<file path="src/rtl/sram_test_pkg.sv">
// Shared types, constants and helpers for the SRAM bus tester.
package sram_test_pkg;

  localparam int unsigned ADDR_W     = 9;
  localparam int unsigned BUS_ADDR_W = 10;
  localparam int unsigned DATA_W     = 16;
  localparam int unsigned ERR_W      = 10;

  // One-hot controller states.
  typedef enum logic [3:0] {
    ST_IDLE   = 4'b0001,
    ST_WRITE  = 4'b0010,
    ST_READ   = 4'b0100,
    ST_FINISH = 4'b1000
  } state_t;

  // Data pattern selection codes.
  typedef enum logic [1:0] {
    PAT_ADDR    = 2'd0,
    PAT_NADDR   = 2'd1,
    PAT_CHECKER = 2'd2,
    PAT_LFSR    = 2'd3
  } pattern_t;

  localparam logic [DATA_W-1:0] LFSR_SEED = 16'hACE1;
  // x^16+x^14+x^13+x^11+1 in right-shift form feeds back bits 0,2,3,5.
  localparam logic [DATA_W-1:0] LFSR_TAP_MASK = 16'h002D;

  // One Fibonacci LFSR step.
  function automatic logic [DATA_W-1:0] lfsr_next(input logic [DATA_W-1:0] v);
    lfsr_next = {^(v & LFSR_TAP_MASK), v[DATA_W-1:1]};
  endfunction

  // Data word for a given address under the selected pattern.
  function automatic logic [DATA_W-1:0] pattern_word(input pattern_t sel,
                                                     input logic [ADDR_W-1:0] addr,
                                                     input logic [DATA_W-1:0] lfsr);
    pattern_word = lfsr;
    case (sel)
      PAT_ADDR:    pattern_word = DATA_W'(addr);
      PAT_NADDR:   pattern_word = ~DATA_W'(addr);
      PAT_CHECKER: pattern_word = addr[0] ? 16'hAAAA : 16'h5555;
      default:     pattern_word = lfsr;
    endcase
  endfunction

endpackage

</file>
<file path="src/rtl/sram_test_lfsr.sv">
// Pattern LFSR: reloadable to the seed, advances one step per completed access.
module sram_test_lfsr
  import sram_test_pkg::*;
(
  input  logic              clock,
  input  logic              rst_n,
  input  logic              load,
  input  logic              step,
  output logic [DATA_W-1:0] value
);

  // Seed load has priority over stepping.
  always_ff @(posedge clock or negedge rst_n) begin
    if (!rst_n) begin
      value <= LFSR_SEED;
    end else if (load) begin
      value <= LFSR_SEED;
    end else if (step) begin
      value <= lfsr_next(value);
    end
  end

endmodule

</file>
<file path="src/rtl/sram_bus_tester.sv">
// SRAM bus tester: writes a pattern over 0..ADDR_LAST, reads it back, reports errors.
module sram_bus_tester
  import sram_test_pkg::*;
#(
  parameter logic [8:0]  ADDR_LAST = 9'd511,
  parameter int unsigned TIMEOUT   = 16
) (
  input  logic                  clock,
  input  logic                  rst_n,
  input  logic                  start,
  input  logic [1:0]            pattern_sel,
  output logic                  busy,
  output logic                  done,
  output logic                  pass,
  output logic                  timeout,
  output logic [ERR_W-1:0]      err_count,
  output logic [ADDR_W-1:0]     first_err_addr,
  output logic [BUS_ADDR_W-1:0] address_bus,
  output logic [1:0]            byteena_bus,
  output logic [DATA_W-1:0]     data_bus,
  output logic                  wren_bus,
  output logic                  ce_bus,
  input  logic [DATA_W-1:0]     q_bus,
  input  logic                  wait_bus
);

  localparam int unsigned WAIT_W = (TIMEOUT < 2) ? 1 : $clog2(TIMEOUT);
  localparam logic [ERR_W-1:0] ERR_MAX = '1;

  state_t              state_q, state_d;
  pattern_t            sel_q;
  logic [ADDR_W-1:0]   addr_q;
  logic [WAIT_W-1:0]   wait_cnt;
  logic [DATA_W-1:0]   lfsr_value;
  logic                lfsr_load, lfsr_step;
  logic                stall, complete, wait_expired, last_addr;
  logic [DATA_W-1:0]   exp_word, next_word;

  assign address_bus = {1'b0, addr_q};
  assign byteena_bus = 2'b11;

  // Access handshake decode; wait_bus only matters while ce_bus is high.
  always_comb begin
    stall        = ce_bus & wait_bus;
    complete     = ce_bus & ~wait_bus;
    wait_expired = stall && (wait_cnt == WAIT_W'(TIMEOUT - 1));
    last_addr    = (addr_q == ADDR_LAST);
    exp_word     = pattern_word(sel_q, addr_q, lfsr_value);
    next_word    = pattern_word(sel_q, addr_q + 9'd1, lfsr_next(lfsr_value));
  end

  sram_test_lfsr u_lfsr (
    .clock (clock),
    .rst_n (rst_n),
    .load  (lfsr_load),
    .step  (lfsr_step),
    .value (lfsr_value)
  );

  // State register.
  always_ff @(posedge clock or negedge rst_n) begin
    if (!rst_n) state_q <= ST_IDLE;
    else        state_q <= state_d;
  end

  // Next-state and LFSR control; reseeding at each phase entry replays the write sequence.
  always_comb begin
    state_d   = state_q;
    lfsr_load = 1'b0;
    lfsr_step = 1'b0;
    case (state_q)
      ST_IDLE: begin
        if (start) begin
          state_d   = ST_WRITE;
          lfsr_load = 1'b1;
        end
      end
      ST_WRITE: begin
        if (wait_expired) begin
          state_d = ST_IDLE;
        end else if (complete) begin
          lfsr_step = 1'b1;
          if (last_addr) begin
            state_d   = ST_READ;
            lfsr_load = 1'b1;
          end
        end
      end
      ST_READ: begin
        if (wait_expired) begin
          state_d = ST_IDLE;
        end else if (complete) begin
          lfsr_step = 1'b1;
          if (last_addr) state_d = ST_FINISH;
        end
      end
      ST_FINISH: state_d = ST_IDLE;
      default:   state_d = ST_IDLE;
    endcase
  end

  // Consecutive stalled cycles of the current access.
  always_ff @(posedge clock or negedge rst_n) begin
    if (!rst_n)                      wait_cnt <= '0;
    else if (stall && !wait_expired) wait_cnt <= wait_cnt + WAIT_W'(1);
    else                             wait_cnt <= '0;
  end

  // Bus drive, error tracking and result flags.
  always_ff @(posedge clock or negedge rst_n) begin
    if (!rst_n) begin
      sel_q          <= PAT_ADDR;
      addr_q         <= '0;
      data_bus       <= '0;
      wren_bus       <= 1'b0;
      ce_bus         <= 1'b0;
      busy           <= 1'b0;
      done           <= 1'b0;
      pass           <= 1'b0;
      timeout        <= 1'b0;
      err_count      <= '0;
      first_err_addr <= '0;
    end else begin
      case (state_q)
        ST_IDLE: begin
          if (start) begin
            sel_q          <= pattern_t'(pattern_sel);
            addr_q         <= '0;
            data_bus       <= pattern_word(pattern_t'(pattern_sel), '0, LFSR_SEED);
            wren_bus       <= 1'b1;
            ce_bus         <= 1'b1;
            busy           <= 1'b1;
            done           <= 1'b0;
            pass           <= 1'b0;
            timeout        <= 1'b0;
            err_count      <= '0;
            first_err_addr <= '0;
          end
        end
        ST_WRITE, ST_READ: begin
          if (wait_expired) begin
            ce_bus   <= 1'b0;
            wren_bus <= 1'b0;
            busy     <= 1'b0;
            timeout  <= 1'b1;
            done     <= 1'b1;
            pass     <= 1'b0;
          end else if (complete) begin
            if (state_q == ST_READ && q_bus != exp_word) begin
              if (err_count == '0)     first_err_addr <= addr_q;
              if (err_count != ERR_MAX) err_count     <= err_count + ERR_W'(1);
            end
            if (last_addr) begin
              // ce and wren fall together so wren never moves under an active access.
              ce_bus   <= 1'b0;
              wren_bus <= 1'b0;
              addr_q   <= '0;
            end else begin
              addr_q   <= addr_q + 9'd1;
              data_bus <= next_word;
            end
          end else if (state_q == ST_READ && !ce_bus) begin
            ce_bus <= 1'b1;
          end
        end
        ST_FINISH: begin
          busy <= 1'b0;
          done <= 1'b1;
          pass <= (err_count == '0);
        end
        default: ;
      endcase
    end
  end

endmodule

</file>
<file path="config.mk">
export PLATFORM = sky130hd
export DESIGN_NAME = sram_bus_tester
export DESIGN_NICKNAME = d
export VERILOG_FILES = /design/src/rtl/sram_test_pkg.sv /design/src/rtl/sram_test_lfsr.sv /design/src/rtl/sram_bus_tester.sv
export SDC_FILE = /design/constraint.sdc
export NUM_CORES = 1
export LEC_CHECK = 0
export ABC_AREA = 1
export ABC_CLOCK_PERIOD_IN_PS = 6400
export CORE_MARGIN = 2
export CORE_UTILIZATION = 35
export DETAILED_ROUTE_END_ITERATION = 7
export PLACE_DENSITY = 0.63
export SLEW_MARGIN = 5
export SYNTH_ARGS = -nofsm -noshare
export SYNTH_HDL_FRONTEND = slang
export SYNTH_SLANG_ARGS = --single-unit
</file>
<file path="constraint.sdc">
create_clock -name clock -period 6.4 [get_ports clock]
set_input_delay 1.28 -clock clock [delete_from_list [all_inputs] [get_ports clock]]
set_output_delay 1.28 -clock clock [all_outputs]
set_load 0.01 [all_outputs]
</file>
==> out/summary.md <==
### Status
* **result of the run** finished, final reports clean

### CTS
* **quantity of hold-fixing buffers added after cts** 0
* **Sinks on Clock Net** 76
* **number of gates resized after cts** 0
* **number of post-CTS setup repair buffers** 0
* **H-tree Lvls** 3
* **TritonCTS Buffers** 9
* **CTS tree** built
* **root cell of the clock tree** clkbuf_16
* **clock-pin slew on the worst setup and hold paths** 60 ps
* **worst-case clock buffer depth** 2
* **clock network latency to the later pin of the worst-skew pair** 330 ps

### Detailed routing
* **Wirelength per Cell** 14.0 um
* **violation count after the first detailed-routing iteration** 320
* **remaining design rule violation count** 0
* **Detailed Routing Iterations Pass 1** 8
* **total number of vias** 4225
* **residual antenna-violating net count after detailed routing** 0
* **drt total wl** 12000 um
* **mean number of vias per cell** 4.92

### Synthesis
* **yosys synthesis warning count** 0
* **flops & latches, synth** 76
* **share of cell area taken by muxes after synthesis** 0
* **post-synthesis share of cell area spent on and, or, nand and nor gates** 0.326
* **adder-cell area share of the yosys netlist** 0.0224
* **number of instances in the synthesized netlist** 616
* **sequential share of the synthesized area** 0.427
* **area share of xor/xnor cells in the synthesized design** 0.0215
* **share of the synthesized area in compound gates (AO/OA/AOI/OAI)** 0.108
* **main combinational cell family by area after synthesis** simple AND/OR/NAND/NOR gates
* **total standard cell area after synthesis** 0.00448 sq mm
* **count of cell types in the netlist** 41
* **Mapped Avg Cell Area** 7.27 sq um

### Timing
* **final critical-path setup slack** 2580 ps
* **worst slew pin tran** 952 ps
* **max frequency** 0.262 GHz
* **setup violation total in the final timing report** 0
* **final worst path period need** 3820 ps
* **RSZ-0062 raised after global routing** false
* **Max transition margin** 0.365
* **final period utilization** 0.596
* **final worst clock skew** 7.97 ps
* **Final Hold Vio Count** 0
* **count of final max-slew check failures** 0
* **final total negative setup slack** 0 ps

### Cells and area
* **commonest non-fill, non-tap cells in the layout** nand2_1 (189), inv_1 (76), nor2_1 (74)
* **Antenna Cells** 0
* **most frequent standard cell in the layout excluding fill and tap cells** nand2_1
* **sequential cell area** 0.00191 sq mm
* **final design utilization** 0.448
* **FILL cells** 1252
* **multi-input combinational cell area** 0.00215 sq mm
* **fin area** 0.00563 sq mm
* **share of cells above drive strength 1** 0.0699
* **area growth from synthesis to layout** 25.8%
* **layout net count** 713

### Power
* **worst voltage drop across the vdd grid** 0.000187 V
* **cell area power density** 400 mW/mm^2
* **Tot Pwr** 0.00225 W
* **static leakage power** 2.68 nW

### Placed design
* **routability congestion estimate** 0.880
* **Port-buffer cells** 71
* **pre-CTS setup slack** 2290 ps
* **detailed placer's ending HPWL** 8850 um
* **placement-stage cell area** 0.00530 sq mm

### Worst setup path
* **slack of the worst reg-to-reg path** 2580 ps
* **largest driver fanout on the critical path** 20
* **Req. time, crit path** 6610 ps
* **startpoint type of the worst setup path** flip-flop
* **launching element of the worst setup path** addr_q[0]$_DFFE_PN0P_
* **arrival time at the worst endpoint** 4030 ps
* **worst setup path category** flip-flop to flip-flop
* **critical path capture point type** flip-flop
* **RR Startpoint** addr_q[0]$_DFFE_PN0P_

### Floorplanning
* **area inside the core boundary** 0.0126 sq mm
* **initial cell density of the core** 0.356
* **Die H** 117 um
* **Horiz. Die Dim** 117 um
* **Die Footprint** 0.0137 sq mm
* **site row count** 41
* **Top-Level Pins** 75

### Global route
* **antenna violations before repair** 0
* **vias in the first global route** 3978
* **wire length of the first global-routing pass** 19600 um
* **overall track demand over capacity in global routing** 0.184
* **maximum number of pins on one net before global-route repair** 77
* **Congestion Overflow GR** 0

### Min path
* **class of the worst hold path** flip-flop to flip-flop
* **source of the worst hold timing path** wait_cnt[0]$_DFF_PN0_

### Run
* **count of maximum capacitance violations** 0

[cells in the mapped netlist (all sizes together)]
cell type,n,area share
o31ai,2,0.0034
nor2,76,0.065
nand3b,6,0.010
conb,2,0.0017
o21bai,1,0.0017
o21a,1,0.0017
a21oi,24,0.028
nor4,1,0.0014
clkbuf,4,0.0042
buf,13,0.020
inv,82,0.069
o221ai,1,0.0020
a21boi,1,0.0025
a22oi,7,0.012
dfrtp,67,0.37
xor2,5,0.0098
nand3,49,0.063
ha,8,0.022
o2111ai,5,0.0098
or2,1,0.0014
nand4,6,0.0098
o21ai,21,0.023
nand2,196,0.17
dfstp,9,0.053
o211ai,2,0.0034
nor3,5,0.0056
xnor2,6,0.012
o22ai,15,0.021
[layer usage]
metal  GRT usage  vias to the layer above  share of wire
li1            -                     2098              -
met1       0.254                     1982           0.46
met2       0.297                      136           0.47
met3      0.0345                        9          0.058
met4      0.0525                        0         0.0094
met5           0                        -              0
[stage by stage]
step | cells | hold WS, ps
5_1_grt | 859 | 502
6_report | 859 | 460
2_1_floorplan | 617 | 431
3_5_place_dp | 844 | 459
3_3_place_gp | 844 | 448
4_1_cts | 859 | 467
[registers in the layout (all words and copies together), names as in the netlist]
| register | cells |
|---|---|
| wait_cnt | 4 |
| timeout | 1 |
| state_q | 4 |
| addr_q | 9 |
| ce_bus | 1 |
| err_count | 10 |
| sel_q | 2 |
| data_bus | 16 |
| u_lfsr.value | 16 |
| wren_bus | 1 |
| first_err_addr | 9 |
| busy | 1 |
| done | 1 |
| pass | 1 |
[final timing paths]
check,end,depth (start not counted)
worst max-delay path,err_count[2]$_DFFE_PN0P_,15
worst min-delay path,wait_cnt[0]$_DFF_PN0_,1
worst max register to register,err_count[2]$_DFFE_PN0P_,15
worst min register to register,wait_cnt[0]$_DFF_PN0_,1
max in group asynchronous,first_err_addr[7]$_DFFE_PN0P_,2
min in group asynchronous,data_bus[14]$_DFFE_PN0P_,2
[cell type report]
cell class | instances | share of cell area
Tap cell | 172 | 0.0382
Inverter | 82 | 0.0546
Clock inverter | 5 | 0.0182
Clock buffer | 10 | 0.0406
Sequential cell | 76 | 0.340
Multi-Input combinational cell | 442 | 0.382
Timing Repair Buffer | 72 | 0.127
[power by group]
part | internal [W] | leakage, nW | switching, W
sequential | 0.000606 | 0.965 | 0.000107
combinational | 0.000358 | 1.55 | 0.000606
clock | 0.000378 | 0.159 | 0.000196
[logic make-up (layout without fill, tap and decap cells)]
kind of cell             after synthesis  after routing
AND/OR/NAND/NOR                      340            340
flip-flops                            76             76
XOR/XNOR                              11             11
buffers and inverters                 99            169
other                                  2              3
AO/OA/AOI/OAI                         80             80
adder cells (fa/ha/maj)                8              8
[critical path, cell delays in order, from the launching register on]
cell	delay, ps
dfrtp_1	540
ha_1	280
nand4_1	140
nor2_1	110
nand2_1	70
nor2_1	110
ha_1	190
inv_1	100
nor3_1	250
nor2_1	80
nand2_1	570
inv_2	250
nor2_1	660
nand2_4	180
nand2_1	100
nand2_1	50
Power figures use the tool's default switching activity.
